`src/rtl/tag_dispatch_if.sv`:
```
// tag_dispatch_if: input-FIFO read side plus per-flux destination write side of tag_dispatch.
interface tag_dispatch_if #(
  parameter int DATA_WIDTH = 8,
  parameter int FLUX       = 2,
  parameter int TAG_WIDTH  = $clog2(FLUX)
);
  logic [DATA_WIDTH+TAG_WIDTH-1:0] in_dout;
  logic                            in_empty;
  logic                            in_read;
  logic [FLUX*DATA_WIDTH-1:0]      out_din;
  logic [FLUX-1:0]                 out_write;
  logic [FLUX-1:0]                 out_full;

  modport master (
    output in_dout, in_empty, out_full,
    input  in_read, out_din, out_write
  );

  modport slave (
    input  in_dout, in_empty, out_full,
    output in_read, out_din, out_write
  );
endinterface

```
`src/rtl/tag_dispatch.sv`:
```
// tag_dispatch: routes tagged tokens from one input FIFO to FLUX destination FIFOs via one-entry holds.
// Statistics counters (tok_cnt, drop_cnt) exist only when TAG_DISPATCH_STATS_EN is defined.
`default_nettype none

module tag_dispatch #(
  parameter  int DATA_WIDTH = 8,
  parameter  int FLUX       = 2,
  parameter  int CNT_WIDTH  = 16,
  localparam int TAG_WIDTH  = $clog2(FLUX)
) (
  input  logic                      clk,
  input  logic                      rst,
  tag_dispatch_if.slave             bus,
  output logic                      bad_tag,
  output logic [FLUX*CNT_WIDTH-1:0] tok_cnt,
  output logic [CNT_WIDTH-1:0]      drop_cnt
);

  typedef enum logic {
    S_EMPTY = 1'b0,
    S_FULL  = 1'b1
  } hold_state_e;

  localparam logic [TAG_WIDTH:0] FLUX_L = (TAG_WIDTH+1)'(FLUX);

  hold_state_e           state_q     [FLUX];
  logic [DATA_WIDTH-1:0] hold_data_q [FLUX];
  logic                  run_q;
  logic                  bad_tag_q;

  logic [TAG_WIDTH-1:0]  tag;
  logic [DATA_WIDTH-1:0] payload;
  logic                  tag_bad;
  logic [FLUX-1:0]       hold_v;
  logic [FLUX-1:0]       drain;
  logic [FLUX-1:0]       sel;
  logic [FLUX-1:0]       push;
  logic                  head_ok;
  logic                  pop;

  assign tag     = bus.in_dout[DATA_WIDTH +: TAG_WIDTH];
  assign payload = bus.in_dout[DATA_WIDTH-1:0];
  assign tag_bad = {1'b0, tag} >= FLUX_L;

  generate
    for (genvar g = 0; g < FLUX; g++) begin : g_flux
      assign hold_v[g] = (state_q[g] == S_FULL);
      assign drain[g]  = hold_v[g] & ~bus.out_full[g];
      assign sel[g]    = (tag == TAG_WIDTH'(g));
      assign push[g]   = pop & sel[g];
      assign bus.out_din[g*DATA_WIDTH +: DATA_WIDTH] = hold_data_q[g];
    end
  endgenerate

  // A head token may leave when it is a discard or its flux has room this cycle.
  assign head_ok       = |(sel & (~hold_v | drain));
  assign pop           = run_q & ~bus.in_empty & (tag_bad | head_ok);
  assign bus.in_read   = pop;
  assign bus.out_write = drain;
  assign bad_tag       = bad_tag_q;

  // run_q gates popping so nothing is read while reset is held low.
  always_ff @(posedge clk or negedge rst) begin
    if (!rst) begin
      run_q     <= 1'b0;
      bad_tag_q <= 1'b0;
      for (int f = 0; f < FLUX; f++) begin
        state_q[f]     <= S_EMPTY;
        hold_data_q[f] <= '0;
      end
    end else begin
      run_q <= 1'b1;
      if (pop && tag_bad) begin
        bad_tag_q <= 1'b1;
      end
      for (int f = 0; f < FLUX; f++) begin
        case (state_q[f])
          S_EMPTY: begin
            if (push[f]) begin
              state_q[f]     <= S_FULL;
              hold_data_q[f] <= payload;
            end
          end
          S_FULL: begin
            if (push[f]) begin
              hold_data_q[f] <= payload;
            end else if (drain[f]) begin
              state_q[f] <= S_EMPTY;
            end
          end
        endcase
      end
    end
  end

`ifdef TAG_DISPATCH_STATS_EN
  logic [CNT_WIDTH-1:0] tok_cnt_q [FLUX];
  logic [CNT_WIDTH-1:0] drop_cnt_q;

  always_ff @(posedge clk or negedge rst) begin
    if (!rst) begin
      drop_cnt_q <= '0;
      for (int f = 0; f < FLUX; f++) begin
        tok_cnt_q[f] <= '0;
      end
    end else begin
      if (pop && tag_bad) begin
        drop_cnt_q <= drop_cnt_q + 1'b1;
      end
      for (int f = 0; f < FLUX; f++) begin
        if (drain[f]) begin
          tok_cnt_q[f] <= tok_cnt_q[f] + 1'b1;
        end
      end
    end
  end

  generate
    for (genvar g = 0; g < FLUX; g++) begin : g_tok_cnt
      assign tok_cnt[g*CNT_WIDTH +: CNT_WIDTH] = tok_cnt_q[g];
    end
  endgenerate
  assign drop_cnt = drop_cnt_q;
`else
  assign tok_cnt  = '0;
  assign drop_cnt = '0;
`endif

endmodule

`default_nettype wire

```
`src/flat_wrapper.sv`:
```
// flat-port wrapper written by rule: the top's interface ports become plain ports
module tag_dispatch_flat 
#(
  parameter  int DATA_WIDTH = 8,
  parameter  int FLUX       = 2,
  parameter  int CNT_WIDTH  = 16,
  localparam int TAG_WIDTH  = $clog2(FLUX)
)
  (clk, rst, bad_tag, tok_cnt, drop_cnt, bus_in_dout, bus_in_empty, bus_out_full, bus_in_read, bus_out_din, bus_out_write);
  tag_dispatch_if #(.DATA_WIDTH(DATA_WIDTH), .FLUX(FLUX)) bus_i ();
  input  logic clk;
  input  logic rst;
  output logic bad_tag;
  output logic [FLUX*CNT_WIDTH-1:0] tok_cnt;
  output logic [CNT_WIDTH-1:0] drop_cnt;
  input wire logic [$bits(bus_i.in_dout)-1:0] bus_in_dout;
  input wire logic [$bits(bus_i.in_empty)-1:0] bus_in_empty;
  input wire logic [$bits(bus_i.out_full)-1:0] bus_out_full;
  output wire logic [$bits(bus_i.in_read)-1:0] bus_in_read;
  output wire logic [$bits(bus_i.out_din)-1:0] bus_out_din;
  output wire logic [$bits(bus_i.out_write)-1:0] bus_out_write;
  assign bus_i.in_dout = bus_in_dout;
  assign bus_i.in_empty = bus_in_empty;
  assign bus_i.out_full = bus_out_full;
  assign bus_in_read = bus_i.in_read;
  assign bus_out_din = bus_i.out_din;
  assign bus_out_write = bus_i.out_write;
  tag_dispatch #(.DATA_WIDTH(DATA_WIDTH), .FLUX(FLUX), .CNT_WIDTH(CNT_WIDTH)) u_core (.clk(clk), .rst(rst), .bus(bus_i), .bad_tag(bad_tag), .tok_cnt(tok_cnt), .drop_cnt(drop_cnt));
endmodule
```
`config.mk`:
```
export PLATFORM = sky130hd
export DESIGN_NAME = tag_dispatch_flat
export DESIGN_NICKNAME = d
export VERILOG_FILES = /design/src/rtl/tag_dispatch_if.sv /design/src/rtl/tag_dispatch.sv /design/src/flat_wrapper.sv
export SDC_FILE = /design/constraint.sdc
export NUM_CORES = 1
export LEC_CHECK = 0
export CORE_UTILIZATION = 31
export DETAILED_ROUTE_END_ITERATION = 10
export GPL_TIMING_DRIVEN = 1
export PLACE_DENSITY = 0.72
export SLEW_MARGIN = 20
export SYNTH_ARGS = -nofsm -noshare
export SYNTH_HDL_FRONTEND = slang
export SYNTH_SLANG_ARGS = --single-unit
```
`constraint.sdc`:
```
create_clock -name clk -period 1.25 [get_ports clk]
set_input_delay 0.3125 -clock clk [delete_from_list [all_inputs] [get_ports clk]]
set_output_delay 0.3125 -clock clk [all_outputs]
set_load 0.005 [all_outputs]
```
==> impl_metrics.env <==
export IMPL_die_height_um=62.6
export IMPL_vdd_ir_drop_max_v=0.000706
export IMPL_track_usage=0.107
export IMPL_clock_path_buffers=2
export IMPL_crit_fanout=3
export IMPL_io_pins=82
export IMPL_synth_cells=98
export IMPL_drive_gt1_frac=0.372
export IMPL_fin_ws_ps=-226
export IMPL_die_x_um=62.6
export IMPL_grt_setup_unrepaired="true"
export IMPL_hpwl_mm=1.53
export IMPL_wirelength_mm=2.00
export IMPL_final_cell_mix="conb_1 (50), dfrtp_1 (19), buf_4 (13), clkbuf_2 (11)"
export IMPL_slew_violations=0
export IMPL_holdWs_ps=341
export IMPL_cap_viol_max_count=0
export IMPL_cts_htree_levels=1
export IMPL_arrival_ps=1160
export IMPL_grt_pass1_wl_mm=3.22
export IMPL_place_area_um2=1390
export IMPL_p_leak_nw=0.792
export IMPL_clock_latency_ps=290
export IMPL_hp_class="primary input to async pin"
export IMPL_synth_cell_types=14
export IMPL_fin_cells=194
export IMPL_r2r_slack_ps=-200
export IMPL_final_common_cell="conb_1"
export IMPL_drtPass1Iterations=2
export IMPL_final_antenna_net_count=0
export IMPL_cts_sinks=19
export IMPL_design_area_um2=1460
export IMPL_avgRoutedWirePerCell_um=10.3
export IMPL_fin_crit_ps=1480
export IMPL_drc=0
export IMPL_routabilityCongestion=0.710
export IMPL_grt_max_degree=20
export IMPL_diodes=0
export IMPL_finalHoldViolCount=0
export IMPL_grt_ovfl_total=0
export IMPL_status="finished with violations"
export IMPL_cts_root_buffer="clkbuf_4"
export IMPL_drt_iter0_markers=3
export IMPL_ys_warnings_count=0
export IMPL_syn_avg_cell_area_um2=11.6
export IMPL_grt_pass1_vias=645
export IMPL_numCtsBuffers=3
export IMPL_start_util=0.333
export IMPL_synth_seq_area_share=0.418
export IMPL_required_ps=940
export IMPL_nets=163
export IMPL_io_buffers=32
export IMPL_placementRows=21
export IMPL_max_freq_mhz=677
export IMPL_antenna_found_initial=0
export IMPL_setup_worst_path_end_class="output port"
export IMPL_dieArea_um2=3920
export IMPL_viasPerCell=3.60
export IMPL_syn_area_um2=1140
export IMPL_coreArea_um2=3420
export IMPL_clk_pin_slew_ps=110
export IMPL_finalSetupTns_ps=-2070
export IMPL_total_power_mw=1.64
export IMPL_fin_crit_sh=1.18
export IMPL_powerDensity_nw_per_um2=1120
export IMPL_failed_checks="setup timing"
export IMPL_cts_tree="yes"
export IMPL_setup_viol=18
export IMPL_placed_cells=181
export IMPL_critical_path_class="register to output port"
export IMPL_critPathLaunchType="register"
export IMPL_ys_ff_latch=19
export IMPL_fin_skew_ps=0.745
export IMPL_route_vias_total=699
export IMPL_syn_to_final_growth_pct=27.9
## layer usage
layer / routed length, µm / share of wire / vias to the layer above / global-route usage
met5: 0 / 0 / - / 0
met4: 0 / 0 / 0 / 0.00872
met3: 187 / 0.093 / 0 / 0.0511
met2: 1080 / 0.54 / 47 / 0.202
met1: 734 / 0.37 / 334 / 0.110
li1: - / - / 318 / -
## metrics by stage
stage	setup WS (ps)	util
6_report	-226	0.426
3_3_place_gp	-704	0.407
2_1_floorplan	-100	-
4_1_cts	-312	0.433
3_5_place_dp	-794	0.407
5_1_grt	-334	0.426
## cell usage after synthesis (all sizes together)
cell    number  area (µm²)
conb         2        7.51
mux2        16         210
dfrtp       19         475
nor2         1        3.75
nand2b       1        6.26
nor2b        2        12.5
buf         50         379
nand4b       1        8.76
or3b         1        8.76
nand2        3        11.3
o21ai        1        5.00
a311oi       1        8.76
## path summary, 6_finish.rpt
| path | from | to | depth (start not counted) |
|---|---|---|---|
| worst min register to register | u_core.bus.out_din[15] | u_core.bus.out_din[15] | 1 |
| worst max register to register | u_core.hold_v[0] | u_core.bus.out_din[0] | 4 |
| min in group clk | bus_in_empty | u_core.hold_v[0] | 3 |
| worst min-delay path | rst | u_core.bus.out_din[5] | 2 |
| worst max-delay path | u_core.run_q | bus_in_read | 3 |
| max in group asynchronous | rst | u_core.bus.out_din[11] | 2 |
## what timing repair did
item	4_1_cts	5_1_grt
buffers inserted	5	4
hold endpoints to repair	0	0
setup endpoints to repair	35	30
hold buffers	0	0
gates resized for setup	58	12
pin swaps	2	1
## logic make-up after synthesis
logic type,count (synthesis),synth area share
flops,19,0.418
buf+inv,50,0.333
compound gates,2,0.0121
mux,16,0.185
simple gates,9,0.0451
other cells,2,0.00660
## power breakdown
group | switching (mW) | internal, mW | leakage [nW]
Clock | 0.190 | 0.124 | 0.0150
Sequential | 0.0616 | 0.728 | 0.227
Combinational | 0.188 | 0.344 | 0.550
## critical path, cell delays in order, from the launching register on
cell and delay, ps:
dfrtp_1 410, nand2b_4 70, a311oi_2 230, buf_2 160
## flip-flops by register name (all words and copies together) (netlist names)
name                cells
u_core.hold_v           2
u_core.run_q            1
u_core.bus.out_din     16
## area by class of cell
cell class | instances | area (µm²)
fillers | 339 | 1960
clock buffers | 4 | 26.3
repair buffers | 48 | 395
multi-input cells | 77 | 500
flip-flops and latches | 19 | 475
well taps | 46 | 57.6
Note: power is estimated with default switching activity, not from simulation.
